### src/rtl/ifu_axi_fetch_bridge_pkg.sv
// Shared constants and types for the IFU-to-AXI4-Lite fetch bridge.
// Holds the bus widths, the AXI response and protection codes, and the FSM state encoding.
package ifu_axi_fetch_bridge_pkg;

    localparam int          PC_SIZE       = 32;
    localparam int          INSTR_SIZE    = 32;
    localparam logic [1:0]  AXI_RESP_OKAY = 2'b00;
    localparam logic [2:0]  IFU_ARPROT    = 3'b100;

    typedef enum logic [1:0] {
        ST_IDLE = 2'd0,
        ST_ADDR = 2'd1,
        ST_DATA = 2'd2,
        ST_RESP = 2'd3
    } fetch_state_e;

    function automatic logic pc_is_misaligned(input logic [1:0] pc_lsbs);
        return pc_lsbs != 2'b00;
    endfunction

endpackage

### src/rtl/ifu_axi_fetch_bridge_rsp_holdreg.sv
// Response holding register: captures the instruction word and error flag once per fetch
// and keeps them stable while the IFU has not yet accepted the response.
module ifu_rsp_holdreg #(
    parameter int DATA_W = 32
) (
    input  logic              clk,
    input  logic              rst,
    input  logic              load,
    input  logic [DATA_W-1:0] instr_in,
    input  logic              err_in,
    output logic [DATA_W-1:0] instr_out,
    output logic              err_out
);

    logic [DATA_W-1:0] instr_d, instr_q;
    logic              err_d, err_q;

    // An erroring fetch never exposes bus data to the IFU.
    always_comb begin
        instr_d = instr_q;
        err_d   = err_q;
        if (load) begin
            instr_d = err_in ? '0 : instr_in;
            err_d   = err_in;
        end
    end

    always_ff @(posedge clk or negedge rst) begin
        if (!rst) begin
            instr_q <= '0;
            err_q   <= 1'b0;
        end else begin
            instr_q <= instr_d;
            err_q   <= err_d;
        end
    end

    assign instr_out = instr_q;
    assign err_out   = err_q;

endmodule

### src/rtl/ifu_axi_fetch_bridge.sv
// IFU fetch REQ/RSP to single-beat AXI4-Lite read bridge, one fetch outstanding at a time.
// Misaligned PCs complete locally with an error; bus errors are reported the same way.
import ifu_axi_fetch_bridge_pkg::*;

module ifu_axi_fetch_bridge #(
    parameter int         ADDR_W   = PC_SIZE,
    parameter int         DATA_W   = INSTR_SIZE,
    parameter logic [2:0] ARPROT_V = IFU_ARPROT
) (
    input  logic              clk,
    input  logic              rst,
    input  logic              ifu_req_valid,
    output logic              ifu_req_ready,
    input  logic [ADDR_W-1:0] ifu_req_pc,
    output logic              ifu_rsp_valid,
    input  logic              ifu_rsp_ready,
    output logic [DATA_W-1:0] ifu_rsp_instr,
    output logic              ifu_rsp_err,
    output logic              m_arvalid,
    input  logic              m_arready,
    output logic [ADDR_W-1:0] m_araddr,
    output logic [2:0]        m_arprot,
    input  logic              m_rvalid,
    output logic              m_rready,
    input  logic [DATA_W-1:0] m_rdata,
    input  logic [1:0]        m_rresp
);

    fetch_state_e      state_q, state_d;
    logic [ADDR_W-1:0] araddr_q, araddr_d;
    logic              misaligned;
    logic              start_fetch;
    logic              hold_load;
    logic              hold_err;

    assign misaligned = pc_is_misaligned(ifu_req_pc[1:0]);

    // In RESP a new request is only taken together with the pending response's handshake.
    assign start_fetch = ifu_req_valid &&
                         ((state_q == ST_IDLE) || ((state_q == ST_RESP) && ifu_rsp_ready));

    always_ff @(posedge clk or negedge rst) begin
        if (!rst) begin
            state_q  <= ST_IDLE;
            araddr_q <= '0;
        end else begin
            state_q  <= state_d;
            araddr_q <= araddr_d;
        end
    end

    always_comb begin
        state_d = state_q;
        case (state_q)
            ST_IDLE: if (start_fetch) state_d = misaligned ? ST_RESP : ST_ADDR;
            ST_ADDR: if (m_arready)   state_d = ST_DATA;
            ST_DATA: if (m_rvalid)    state_d = ST_RESP;
            ST_RESP: begin
                if (start_fetch)        state_d = misaligned ? ST_RESP : ST_ADDR;
                else if (ifu_rsp_ready) state_d = ST_IDLE;
            end
            default: state_d = ST_IDLE;
        endcase
    end

    always_comb begin
        araddr_d = araddr_q;
        if (start_fetch && !misaligned) araddr_d = {ifu_req_pc[ADDR_W-1:2], 2'b00};
    end

    always_comb begin
        ifu_req_ready = 1'b0;
        ifu_rsp_valid = 1'b0;
        m_arvalid     = 1'b0;
        m_rready      = 1'b0;
        case (state_q)
            ST_IDLE: ifu_req_ready = 1'b1;
            ST_ADDR: m_arvalid     = 1'b1;
            ST_DATA: m_rready      = 1'b1;
            ST_RESP: begin
                ifu_req_ready = 1'b1;
                ifu_rsp_valid = 1'b1;
            end
            default: ;
        endcase
    end

    assign m_araddr = araddr_q;
    assign m_arprot = ARPROT_V;

    // Only DATA consumes bus data, so any other load comes from a misaligned request.
    assign hold_load = (start_fetch && misaligned) || ((state_q == ST_DATA) && m_rvalid);
    assign hold_err  = (state_q == ST_DATA) ? (m_rresp != AXI_RESP_OKAY) : 1'b1;

    ifu_rsp_holdreg #(
        .DATA_W (DATA_W)
    ) u_rsp_holdreg (
        .clk       (clk),
        .rst       (rst),
        .load      (hold_load),
        .instr_in  (m_rdata),
        .err_in    (hold_err),
        .instr_out (ifu_rsp_instr),
        .err_out   (ifu_rsp_err)
    );

endmodule

### config.mk
export PLATFORM = sky130hd
export DESIGN_NAME = ifu_axi_fetch_bridge
export DESIGN_NICKNAME = d
export VERILOG_FILES = /design/src/rtl/ifu_axi_fetch_bridge_pkg.sv /design/src/rtl/ifu_axi_fetch_bridge_rsp_holdreg.sv /design/src/rtl/ifu_axi_fetch_bridge.sv
export SDC_FILE = /design/constraint.sdc
export NUM_CORES = 1
export LEC_CHECK = 0
export BUFFER_PORTS_ARGS = -buffer_cell sky130_fd_sc_hd__clkbuf_2
export CORE_MARGIN = 2
export CORE_UTILIZATION = 35
export CTS_BUF_LIST = sky130_fd_sc_hd__clkbuf_16
export DETAILED_ROUTE_END_ITERATION = 8
export PLACE_DENSITY = 0.64
export SLEW_MARGIN = 20
export SYNTH_ARGS = -nofsm -noshare
export SYNTH_HDL_FRONTEND = slang
export SYNTH_SLANG_ARGS = --single-unit
export TNS_END_PERCENT = 10
### constraint.sdc
create_clock -name clk -period 2.1 [get_ports clk]
set_input_delay 0.105 -clock clk [delete_from_list [all_inputs] [get_ports clk]]
set_output_delay 0.105 -clock clk [all_outputs]
set_load 0.05 [all_outputs]
* Yosys cells after proc, flatten, opt, wreduce, memory -nomap -nowiden
Index checks and enable logic that the tools add are counted.
** Cells by class
- Eq/ne operators :: 7
- Muxes and demuxes :: 13
- Reduce and logical (&&, ||, !) cells :: 13
** Operators with widths (count)
- 32-bit two-way mux :: 1
- 2-bit two-way mux :: 6
- 2-bit case mux with 4 select lines :: 1
- 2-bit inequality test, second input constant :: 3
- 1-bit logical AND :: 5
- 1-bit two-way mux :: 5
- 2-bit == test, second input constant :: 2
- 4-bit AND reduction :: 1
- 2-bit nonzero test :: 2
- 3-bit inequality test, second input constant :: 1
- 2-bit by 1-bit == test with 1-bit output, second input constant :: 1
- 2-bit logical NOT :: 1
- 1-bit logical OR :: 2
- 2-bit OR reduction :: 1
- 1-bit logical NOT :: 1
** Storage, ports and cells
- Flip-flop bits (word level) :: 65
- Input bits :: 72
- Output and inout port bits :: 72
- Word-level logic and storage cells :: 37

* Logic depth before layout (Yosys ltp)
Gate-level depths: netlist of run 1.
- Depth after elaboration :: 6
- Depth in mapped cells :: 8
- Depth with buffers taken out :: 6

* Hierarchy
Synthesis of run 1 repeated with hierarchy kept, for this count alone.
** Second synthesis, totals
- Cell total of the unflattened synthesis :: 245
- Area, all modules :: 2985.4 um^2
** By module, submodules not included
- ifu_axi_fetch_bridge :: times used 1, cells each 105, area an instance 1545.2 um^2, sequential area each 800.8 um^2
- ifu_rsp_holdreg :: times used 1, cells each 140, area an instance 1440.1 um^2, sequential area each 825.8 um^2

* Least setup slack after synthesis of run 1
OpenSTA, ideal clock, no wires.
- Kind :: flip-flop to flip-flop
- Start :: reg state_q[0]
- End :: reg state_q[1]
- Setup time :: 0.128 ns
- Data arrival time :: 1.766 ns
- Data required time :: 1.972 ns
- Setup slack :: 0.206 ns
- Stages on the path, launching flop included :: 7
- Buffers on the path :: 0
- Period minus slack after synthesis :: 1.894 ns
- Cell sequence :: dfrtp_1 > inv_1 > ha_1 > inv_2 > o221ai_1 > nor2_1 > mux2_1
** Between the ends
- Cells in the longest elaborated chain, start to end :: 6
- Elaborated cells on any way between the ends :: 14
- Classes of those cells :: eq/ne (7); mux (2); reduce/logical (5)
** RTL lines
- from (decl) :: RTL line ifu_axi_fetch_bridge.sv:29 : fetch_state_e state_q, state_d;
- from (signal assigned) :: RTL line ifu_axi_fetch_bridge.sv:47 : state_q <= state_d;
- 2-bit == test :: RTL line ifu_axi_fetch_bridge.sv:40, ifu_axi_fetch_bridge.sv:54
- 1-bit logical AND :: RTL line ifu_axi_fetch_bridge.sv:40 : ((state_q == ST_IDLE) || ((state_q == ST_RESP) && ifu_rsp_ready));
- 1-bit logical OR :: RTL line ifu_axi_fetch_bridge.sv:40
- 1-bit logical AND :: RTL line ifu_axi_fetch_bridge.sv:39 : assign start_fetch = ifu_req_valid &&
- 3-bit inequality test (no line) (tied with other cells)
- 4-bit AND reduction (no line) or 2-bit case mux with 4 select lines (tied branches)
Several ways; a longest one is shown, not always the timed one.
A chain may end at the register's enable or synchronous reset.

* Worst setup path in the final report of run 1
- Start :: reg state_q[0]
- End :: reg araddr_q[7], in the netlist m_araddr[7]
** Between the ends
- Cells in the longest elaborated chain, start to end :: 5
- Elaborated cells on any way between the ends :: 6
- Classes of those cells :: eq/ne (1); reduce/logical (5)
** RTL lines
- 2-bit == test :: RTL line ifu_axi_fetch_bridge.sv:40
- 1-bit logical AND :: RTL line ifu_axi_fetch_bridge.sv:40
- 1-bit logical OR * :: RTL line ifu_axi_fetch_bridge.sv:40
- 1-bit logical AND * :: RTL line ifu_axi_fetch_bridge.sv:39
- 1-bit logical AND * :: RTL line ifu_axi_fetch_bridge.sv:68 : if (start_fetch && !misaligned) araddr_d = {ifu_req_pc[ADDR_W-1:2], 2'b00};
- to (signal assigned) :: RTL line ifu_axi_fetch_bridge.sv:48 : araddr_q <= araddr_d;
- to (decl) :: RTL line ifu_axi_fetch_bridge.sv:30 : logic [ADDR_W-1:0] araddr_q, araddr_d;
Mark *: on every way between the ends. The rest lies on a longest branch, timed or not.

==> results of run 1 <==
registers in the layout (all words and copies together), names as in the netlist:
name,flops
m_araddr,30
u_rsp_holdreg.instr_out,32
u_rsp_holdreg.err_out,1
state_q,2
how the worst min path moves through the flow:
stage / startpoint / endpoint / slack (ns)
global route: ifu_req_pc[21] / m_araddr[21]$_DFFE_PN0P_ / 0.004
global placement: rst / u_rsp_holdreg.instr_out[22]$_DFFE_PN0P_ / 0.1
finish: m_rdata[26] / u_rsp_holdreg.instr_out[26]$_DFFE_PN0P_ / 0.008
floorplan: rst / m_araddr[10]$_DFFE_PN0P_ / -0.19
detailed placement: rst / u_rsp_holdreg.instr_out[21]$_DFFE_PN0P_ / 0.11
CTS: m_rdata[7] / u_rsp_holdreg.instr_out[7]$_DFFE_PN0P_ / 0.0007
timing repair:
item                                    in CTS  in global routing
hold endpoints to repair                    43                  0
hold buffers                                26                  0
endpoints found under the setup margin       0                  0
report_power, final:
group / internal (µW) / switching, µW / total (µW)
clock network: 783 / 516 / 1300
logic: 842 / 2390 / 3230
registers: 1680 / 225 / 1900
total: 3310 / 3130 / 6440
synth_stat cells (all sizes together) (2+ instances only):
library cell	number	share of area, %
ha	5	2.3
nor2	3	0.41
nor3	2	0.77
dfrtp	65	59
mux2	31	13
buf	17	4.9
o21ai	32	5.8
nand2	64	8.7
inv	8	1.1
conb	2	0.27
cell type report:
type / instances / area (µm²)
timing repair buffer: 169 / 1030
fill: 713 / 3630
clock buffer: 9 / 225
inverter: 8 / 30.0
clock inverter: 7 / 38.8
multi-input combinational: 155 / 978
sequential: 65 / 1630
tap: 102 / 128
logic make-up (layout without fill, tap and decap cells):
family | Yosys count | in the layout
simple gates | 71 | 71
other cells | 2 | 5
compound gates | 42 | 42
fa+ha+maj | 5 | 5
flops | 65 | 65
mux | 32 | 32
buf+inv | 26 | 193
tightest hold or removal path: cells and delay by family:
kind	cells	cell delay, ns
buf+inv	1	0.08
simple gates	1	0.05
compound gates	1	0.05
per-layer routing:
layer  GRT usage (%)  part of all wire (%)  routed length (µm)
met2            25.8                    52                3330
met5               0                     0                   0
met1            17.6                    40                2600
met3            4.64                   6.5                 420
met4            6.50                   1.4                  88
placed cells by master (no fill, tap or decap), types with 3 or more instances in the layout:
cell,count
clkinv_2,4
mux2_2,28
dfrtp_1,65
o21ai_1,31
ha_1,5
clkbuf_16,9
nor2_1,3
conb_1,5
dlygate4sd3_1,26
buf_12,3
clkbuf_2,137
nand2_1,64
inv_1,8
stage by stage:
step	power, µW	util (%)
2_1_floorplan	4440	-
3_3_place_gp	5080	45.9
3_5_place_dp	5140	45.9
4_1_cts	6510	52.7
5_1_grt	6780	52.7
6_report	6440	52.7
==> results.txt, run 1 <==
----------------------------------------------------
[Cells and area]
  Design Area, Final ... 4050 µm²
  Area Overhead vs Synth ... 46.7%
  Ant. Diodes ... 0
  Number of nets in the final layout ... 485
  Fraction of layout cells with a size suffix above 1 ... 46.5%
  Final instance count without filler cells ... 515

[Critical path]
  Cell at the slowest stage of the critical path ... dfrtp_1
  Launch instance of the worst register-to-register path ... state_q[0]$_DFFE_PN0P_
  R2R setup slack ... 0.35 ns
  Total stage count of the critical path ... 6
  Data required time at the worst endpoint ... 2.30 ns
  Worst Path Buf+Inv ... 2
  Highest net fanout along the worst path ... 30
  Termination of the worst setup path ... m_araddr[7]$_DFFE_PN0P_
  Crit Path Class ... register to register
  Critical path endpoint category ... register
  Data arrival time at the worst-slack endpoint ... 1.96 ns
  Depth of the worst register-to-register path ... 6
  CP top delay family ... flip-flops
  Critical-path cell list ... inv_1 > ha_1 > a21o_1 > nand3_2 > buf_12 > mux2_2
  Worst r2r dst ... m_araddr[7]$_DFFE_PN0P_
  Max incr delay on CP ... 0.40 ns
  Startpoint class of the critical path ... register
  Critical Path Source ... state_q[0]$_DFFE_PN0P_

[CTS]
  Clk_lat worst skew ... 0.32 ns
  CTS buffer count ... 9
  Clock tree from TritonCTS ... built
  CTS H-tree depth ... 3
  Number of post-CTS setup repair buffers ... 0
  CTS sink count ... 65
  Gates resized, CTS repair ... 0
  Clock input transition at the sequential cells of the worst setup and hold paths ... 0.05 ns
  Clock root buffer ... clkbuf_16
  Maximum buffer depth of the clock tree ... 2

[Synth]
  Portion of netlist area occupied by mux cells ... 13.3%
  Synthesis Warnings ... 0
  Synth Area in Compound Gates ... 8.74%
  Flip-flop and latch count after synthesis ... 65
  Cell area after technology mapping ... 2760 µm²
  Gate count of the mapped netlist ... 243
  Post-synthesis simple-gate area fraction ... 10.5%
  Primary FF master, synth ... dfrtp_1
  Ys async rst share ... 100%
  Sequential fraction of the synthesis area ... 58.9%
  Syn avg cell area ... 11.4 µm²
  Count of distinct cell types in the synthesized netlist ... 31
  Synth Area in Adders ... 2.26%
  Main combinational cell family by area after synthesis ... multiplexers
  Synth Area in XOR/XNOR ... 0%
  Number of enable-type register cells in the synthesized netlist ... 0

[GRT]
  Largest net degree at the start of global routing ... 66
  Global-route wire length before repair ... 10200 µm
  Total congestion overflow ... 0
  Vias in the first global route ... 2165
  Initial antenna violation count ... 0
  Tot GR Track Use ... 15.1%

[Outcome]
  Run status ... finished, final reports clean

[Timing]
  Unrepaired setup endpoints after global routing ... false
  Crit share post-route ... 83.5%
  Shortest period the worst path allows ... 1.75 ns
  Peak clock frequency supported by timing ... 570 MHz
  Setup clock skew after layout ... 0.00460 ns
  Worst Hold Margin ... 0.00810 ns
  Setup ws final ... 0.346 ns
  Slew at the pin closest to its max-slew limit ... 0.500 ns
  Worst relative slew slack ... 66.7%
  Setup TNS after final layout ... 0 ns
  Final hold viol count ... 0
  Count of final setup violators ... 0
  Max-slew violation count ... 0

[Floorplan]
  Horizontal extent of the die ... 92.8 µm
  Site Rows ... 32
  Initial core utilization ... 35.9%
  Top-Level Pins ... 144
  Floorplan core area ... 7690 µm²
  Height of the chip ... 92.8 µm
  Area of the die ... 8620 µm²

[Placed design]
  Placed inst area ... 3530 µm²
  Detail Placement HPWL ... 4610 µm
  RePlAce Congestion ... 0.773
  Post-placement worst setup slack ... 0.370 ns
  Count of buffers from port buffering ... 138
  Number of placed instances with taps included ... 473

[Detailed routing]
  Detailed-router iteration count before antenna repair ... 4
  Average detailed-routed wire length per instance ... 12.5 µm
  Detailed Route Iter0 Violations ... 85
  Total number of vias ... 2259
  Detailed-route DRC error count ... 0
  Total wire length after detailed routing ... 6440 µm
  Antenna Nets Post-Route ... 0
  Detailed-route vias per instance ... 4.39

[Hold path]
  Class of the worst hold path ... input pin to register
  Number of cells on the worst hold path ... 3

[Power]
  Power density over the cells ... 1590 nW/µm²
  LEAKAGE ... 0.00207 µW
  Peak VDD IR ... 1.09 mV

[Job]
  Number of maximum-capacitance violations ... 0

----------------------------------------------------
(Power assumes the default switching activity.)
==> inputs of run 2 (changes only) <==
- clock period: 2.1 -> 1.7 ns (I/O delays scaled with it)
==> run 2 against run 1 <==
Worst setup slack got worse by 0.29 ns. Global-route usage increased by 2.2 points. Clock-buffer cell count unchanged. Fmax increased by 6.7%. Via count increased by 12%. Clock power increased by 37%. Power increased by 33%. Flip-flop and latch count unchanged. Critical path type unchanged.
==> results.txt, run 2 (synthesis results as in run 1) <==
----------------------------------------------------
[Cells and area]
  Area Overhead vs Synth ... 67.8%
  Leading cell types in the layout, fill and taps excluded ... clkbuf_2 (137), dfrtp_1 (65), nand2_1 (64)
  Final instance count without filler cells ... 564 (+9.5%)
  Number of filler cells placed in the layout ... 657 (-7.9%)
  Ant. Diodes ... 0 (unchanged)
  Fraction of layout cells with a size suffix above 1 ... 45.9% (-0.60 points)
  Max reg flops ... 32 (unchanged)
  Most common cell after layout, fill and taps aside ... clkbuf_2
  Number of nets in the final layout ... 535 (+10%)

[Floorplan]
  Horizontal extent of the die ... 92.8 µm (unchanged)
  Floorplan core area ... 7690 µm² (unchanged)
  Site Rows ... 32 (unchanged)
  Top-Level Pins ... 144 (unchanged)
  Area of the die ... 8620 µm² (unchanged)
  Height of the chip ... 92.8 µm (unchanged)
  Initial core utilization ... 35.9% (unchanged)

[CTS]
  Clock root buffer ... clkbuf_16
  Clock tree from TritonCTS ... built
  CTS buffer count ... 9 (unchanged)
  Maximum buffer depth of the clock tree ... 2 (unchanged)
  CTS H-tree depth ... 3 (unchanged)
  Clock input transition at the sequential cells of the worst setup and hold paths ... 0.06 ns (about the same)
  CTS sink count ... 65 (unchanged)
  Clk_lat worst skew ... 0.32 ns (about the same)

[Detailed routing]
  Detailed-router iteration count before antenna repair ... 4 (unchanged)
  Antenna Nets Post-Route ... 0 (unchanged)
  Total wire length after detailed routing ... 7580 µm (+18%)
  Total number of vias ... 2531 (+12%)
  Detailed-route DRC error count ... 0 (unchanged)
  Detailed-route vias per instance ... 4.49 (+2.3%)
  Average detailed-routed wire length per instance ... 13.4 µm (+7.5%)
  Detailed Route Iter0 Violations ... 53 (-38%)

[GRT]
  Initial antenna violation count ... 0 (unchanged)
  Tot GR Track Use ... 17.4% (+2.2 points)
  Global routing's busiest layer ... met2
  M2 GR Usage ... 30.0% (+4.1 points)
  Vias in the first global route ... 2509 (+16%)
  Fraction of met1 tracks used by global routing ... 20.6% (+3.1 points)
  Largest net degree at the start of global routing ... 38 (-42%)
  Global-route wire length before repair ... 11600 µm (+14%)
  Total congestion overflow ... 0 (unchanged)
  Met3 Resource Use GR ... 4.39% (-0.24 points)

[Timing]
  Count of final setup violators ... 0 (unchanged)
  Max-slew violation count ... 0 (unchanged)
  Final hold viol count ... 0 (unchanged)
  Setup clock skew after layout ... 0.00681 ns (+0.00220 ns)
  Crit share post-route ... 96.7% (+13 points)
  Shortest period the worst path allows ... 1.64 ns (-0.109 ns)
  Peak clock frequency supported by timing ... 608 MHz (+6.7%)
  Setup ws final ... 0.0556 ns (-0.291 ns)

[Critical path]
  Data required time at the worst endpoint ... 1.91 ns (-0.39 ns)
  Highest net fanout along the worst path ... 4 (-87%)
  Data arrival time at the worst-slack endpoint ... 1.85 ns (-0.11 ns)
  Crit Path Class ... register to register
  Critical path endpoint category ... register
  Startpoint class of the critical path ... register

[Placed design]
  Number of placed instances with taps included ... 478 (+1.1%)
  Count of buffers from port buffering ... 138 (unchanged)
  Detail Placement HPWL ... 4730 µm (+2.8%)
  Post-placement worst setup slack ... -0.0240 ns (-0.394 ns)
  RePlAce Congestion ... 0.863 (+12%)

[Power]
  Power density over the cells ... 1850 nW/µm² (+17%)
  LEAKAGE ... 0.00232 µW (+12%)
  Peak VDD IR ... 1.49 mV (+36%)

[Hold path]
  Class of the worst hold path ... input pin to register

[Job]
  Number of maximum-capacitance violations ... 0 (unchanged)

[Outcome]
  Run status ... finished, final reports clean

----------------------------------------------------
-- run 2: area by class of cell --
type / count / area (µm²) / share of cell area [%]
Clock buffer: 9 / 225 / 4.86
Clock inverter: 6 / 60.1 / 1.30
Inverter: 8 / 30.0 / 0.648
Multi-Input combinational cell: 155 / 1010 / 21.8
Sequential cell: 65 / 1630 / 35.1
Tap cell: 102 / 128 / 2.75
Timing Repair Buffer: 219 / 1560 / 33.6
-- run 2: report_power, final --
part | internal [µW] | switching (µW) | leakage (µW) | total, µW
Sequential | 2080 | 286 | 0.000840 | 2360
Clock | 1120 | 659 | 0.000137 | 1780
Combinational | 1350 | 3100 | 0.00134 | 4450
-- run 2: metrics by stage --
| stage | power (µW) | hold slack (ns) | setup TNS (ns) | area [µm²] | util, % |
|---|---|---|---|---|---|
| 6_report | 8590 | 0.213 | 0 | 4640 | 60.3 |
| 4_1_cts | 8390 | 0.190 | -0.0162 | 4510 | 58.7 |
| 3_3_place_gp | 6380 | 0.131 | 0 | 3580 | 46.6 |
| 3_5_place_dp | 6440 | 0.136 | -0.0287 | 3580 | 46.6 |
| 5_1_grt | 9000 | 0.217 | -0.0322 | 4640 | 60.3 |
| 2_1_floorplan | 5490 | -0.211 | -0.0558 | 2780 | - |
-- run 2: what timing repair did --
action                     CTS  global route
cloned                       0             2
resized for setup            1             9
pin swaps                    1             3
setup endpoints to repair   14            64
hold endpoints to repair   127             0
hold buffers                63             0
setup buffers                1             5
-- run 2: final timing paths --
| check | slack [ns] | cells past startpoint | to | start |
|---|---|---|---|---|
| min in group asynchronous | 0.33 | 3 | m_araddr[17]$_DFFE_PN0P_ | rst |
| min | 0.21 | 3 | state_q[0]$_DFFE_PN0P_ | ifu_req_valid |
| min reg2reg | 0.48 | 2 | u_rsp_holdreg.instr_out[17]$_DFFE_PN0P_ | u_rsp_holdreg.instr_out[17]$_DFFE_PN0P_ |
| max reg2reg | 0.06 | 7 | state_q[1]$_DFFE_PN0P_ | state_q[0]$_DFFE_PN0P_ |
| max in group asynchronous | 1.01 | 3 | u_rsp_holdreg.instr_out[8]$_DFFE_PN0P_ | rst |
| max | 0.06 | 7 | state_q[1]$_DFFE_PN0P_ | state_q[0]$_DFFE_PN0P_ |
-- run 2: critical path, stage by stage, from the launching register on --
cell and delay (ns):
dfrtp_1 0.39, inv_1 0.08, buf_4 0.16, ha_4 0.18, inv_2 0.09, o221ai_2 0.12
nor2_1 0.18, mux2_1 0.33
-- run 2: metal layers --
| metal | wire, µm | vias to the layer above |
|---|---|---|
| li1 | - | 1224 |
| met1 | 3020 | 1202 |
| met2 | 4040 | 93 |
| met3 | 367 | 12 |
| met4 | 154 | 0 |
| met5 | 0 | - |
==> inputs of run 3 (changes only) <==
- ABC_AREA: unset -> 1
- PLACE_DENSITY: 0.64 -> 0.63
==> run 3 against run 2 <==
Via count grew 8.1%. Worst hold slack worse by 0.21 ns. Critical path depth decreased by 3. Flip-flop and latch count stayed put. First-iteration DRC count increased by 38%. Utilization is 4.4 points lower. Wire length fell by 0.88%. Largest power group unchanged. Clock-buffer cell count stayed put. Power decreased by 5.8%. Fmax grew 6.3%.
==> results.txt, run 3 <==
----------------------------------------------------
[Outcome]
  Run status ... finished, final reports clean

[Timing]
  Peak clock frequency supported by timing ... 647 MHz (+6.3%)
  Setup TNS after final layout ... 0 ns (unchanged)
  Final hold viol count ... 0 (unchanged)
  Max-slew violation count ... 0 (unchanged)
  Shortest period the worst path allows ... 1.55 ns (-0.0981 ns)
  Count of final setup violators ... 0 (unchanged)
  Setup clock skew after layout ... 0.00794 ns (+0.00114 ns)
  Setup ws final ... 0.154 ns (+0.0981 ns)
  Unrepaired setup endpoints after global routing ... false
  Crit share post-route ... 91.0% (-5.8 points)

[CTS]
  CTS sink count ... 65 (unchanged)
  Maximum buffer depth of the clock tree ... 2 (unchanged)
  CTS H-tree depth ... 3 (unchanged)
  Clock tree from TritonCTS ... built
  Clock root buffer ... clkbuf_16
  Clock input transition at the sequential cells of the worst setup and hold paths ... 0.05 ns (about the same)
  Clk_lat worst skew ... 0.32 ns (about the same)
  Number of post-CTS setup repair buffers ... 0 (-1)
  CTS buffer count ... 9 (unchanged)

[Critical path]
  Data required time at the worst endpoint ... 1.62 ns (-0.29 ns)
  Critical path endpoint category ... primary output
  Startpoint class of the critical path ... register
  Crit Path Class ... register to primary output
  Highest net fanout along the worst path ... 5 (+1)
  Data arrival time at the worst-slack endpoint ... 1.46 ns (-0.39 ns)

[Cells and area]
  Fraction of layout cells with a size suffix above 1 ... 32.4% (-13 points)
  Number of nets in the final layout ... 584 (+9.2%)
  Ant. Diodes ... 0 (unchanged)
  Design Area, Final ... 4360 µm² (-5.9%)
  Max reg flops ... 32 (unchanged)
  Leading cell types in the layout, fill and taps excluded ... clkbuf_2 (137), nand2_1 (109), dfrtp_1 (65)
  Area Overhead vs Synth ... 53.5%
  Most common cell after layout, fill and taps aside ... clkbuf_2

[Synth]
  Gate count of the mapped netlist ... 321 (+32%)
  Flip-flop and latch count after synthesis ... 65 (unchanged)
  Main area contributors after synthesis ... dfrtp_1 (57%), nand2_1 (14%), nand3_1 (6.2%)
  Primary FF master, synth ... dfrtp_1
  Sequential fraction of the synthesis area ... 57.2% (-1.7 points)
  Commonest cells post-synth ... nand2_1 (109), dfrtp_1 (65), inv_1 (40), nand3_1 (35), o21ai_1 (23)
  Count of distinct cell types in the synthesized netlist ... 20 (-35%)
  Syn avg cell area ... 8.86 µm² (-22%)
  Ys async rst share ... 100% (unchanged)
  Number of enable-type register cells in the synthesized netlist ... 0 (unchanged)
  Cell area after technology mapping ... 2840 µm² (+2.9%)
  Synthesis Warnings ... 0 (unchanged)
  Proportion of netlist area held by the largest area contributor ... 57.2% (-1.7 points)
  Cell taking the most area after synthesis ... dfrtp_1
  Leading cell type by number of instances after synthesis ... nand2_1

[Placed design]
  RePlAce Congestion ... 0.846 (-1.9%)
  Detail Placement HPWL ... 4870 µm (+2.9%)
  Placed inst area ... 3590 µm² (+0.17%)
  Post-placement worst setup slack ... 0.109 ns (+0.133 ns)
  Count of buffers from port buffering ... 138 (unchanged)

[Floorplan]
  Initial core utilization ... 36.4% (+0.47 points)
  Site Rows ... 32 (unchanged)
  Floorplan core area ... 7810 µm² (+1.6%)
  Horizontal extent of the die ... 94.1 µm (+1.4%)
  Top-Level Pins ... 144 (unchanged)
  Area of the die ... 8860 µm² (+2.8%)
  Height of the chip ... 94.1 µm (+1.4%)

[Detailed routing]
  Detailed-route vias per instance ... 4.46 (-0.70%)
  Total number of vias ... 2736 (+8.1%)
  Detailed-route DRC error count ... 0 (unchanged)
  Detailed Route Iter0 Violations ... 73 (+38%)
  Average detailed-routed wire length per instance ... 12.2 µm (-9.0%)
  Total wire length after detailed routing ... 7510 µm (-0.88%)
  Antenna Nets Post-Route ... 0 (unchanged)
  Detailed-router iteration count before antenna repair ... 4 (unchanged)

[GRT]
  Initial antenna violation count ... 0 (unchanged)
  Global-route wire length before repair ... 12100 µm (+4.0%)
  Tot GR Track Use ... 17.4% (+0.039 points)
  Total congestion overflow ... 0 (unchanged)
  Vias in the first global route ... 2628 (+4.7%)
  Largest net degree at the start of global routing ... 61 (+61%)

[Hold path]
  Class of the worst hold path ... input pin to register

[Power]
  Peak VDD IR ... 1.38 mV (-7.0%)
  Power density over the cells ... 1850 nW/µm² (+0.12%)
  LEAKAGE ... 0.00257 µW (+11%)

[Job]
  Number of maximum-capacitance violations ... 0 (unchanged)

----------------------------------------------------
-- run 3: cell types whose count changed after synthesis, sizes merged, moves of 2 or more --
cell,before,now
nand2,64,111
nand3,1,36
inv,8,41
mux2,31,0
buf,17,19
nor2,3,5
-- run 3: worst paths after layout --
check                                                             from                                      end  slack [ns]  cells past startpoint
worst max-delay path                            state_q[0]$_DFFE_PN0P_                            ifu_req_ready        0.15                      4
worst min-delay path                                    ifu_req_pc[24]                 m_araddr[24]$_DFFE_PN0P_       0.003                      3
worst max register to register                  state_q[1]$_DFFE_PN0P_  u_rsp_holdreg.instr_out[28]$_DFFE_PN0P_        0.16                      9
worst min register to register  u_rsp_holdreg.instr_out[9]$_DFFE_PN0P_   u_rsp_holdreg.instr_out[9]$_DFFE_PN0P_        0.48                      2
max in group asynchronous                                          rst  u_rsp_holdreg.instr_out[24]$_DFFE_PN0P_        0.98                      3
min in group asynchronous                                          rst   u_rsp_holdreg.instr_out[5]$_DFFE_PN0P_        0.33                      3
-- run 3: cell families after synthesis --
logic type,synth area share (%)
AOI/OAI and AO/OA,5.81
other,0.264
and+or+nand+nor,23.5
DFF,57.2
adders and majority gates,2.20
buffers and inverters,11.0
-- run 3: metrics by stage --
| stage | util, % | total power, µW | instances | hold slack [ns] |
|---|---|---|---|---|
| CTS | 55.8 | 8150 | 614 | 0.000533 |
| global placement | 46.0 | 6200 | 550 | 0.121 |
| finish | 55.9 | 8090 | 614 | 0.00321 |
| floorplan | - | 5400 | 324 | -0.211 |
| global route | 55.9 | 8560 | 614 | 0.00541 |
| detailed placement | 46.0 | 6270 | 550 | 0.120 |
-- run 3: where the power goes --
part | internal [µW] | total [µW] | switching [µW]
sequential | 2060 | 2360 | 302
combinational | 944 | 3980 | 3030
clock | 1120 | 1760 | 639
-- run 3: layer usage --
| layer | global-route usage, % | vias up | part of all wire [%] |
|---|---|---|---|
| met4 | 5.68 | 0 | 1.1 |
| met1 | 21.6 | 1244 | 43 |
| met3 | 5.78 | 8 | 9.1 |
| met5 | 0 | - | 0 |
| met2 | 28.6 | 129 | 47 |
| li1 | - | 1355 | - |
-- run 3: cell type report --
| type | instances | area, µm² |
|---|---|---|
| Clock buffer | 9 | 225 |
| Sequential cell | 65 | 1630 |
| Fill cell | 709 | 3440 |
| Tap cell | 102 | 128 |
| Clock inverter | 7 | 63.8 |
| Inverter | 41 | 161 |
| Multi-Input combinational cell | 198 | 918 |
| Timing Repair Buffer | 192 | 1240 |
-- run 3: repair_timing --
item	in CTS	in global routing
hold buffers	48	0
gates resized for setup	0	2
endpoints found under the setup margin	0	33
endpoints found under the hold margin	112	0
-- run 3: worst max-delay path: stages, from the launching register on --
cell and delay [ns]:
dfrtp_1 0.41, inv_1 0.11, ha_1 0.31, inv_1 0.06
clkbuf_2 0.26
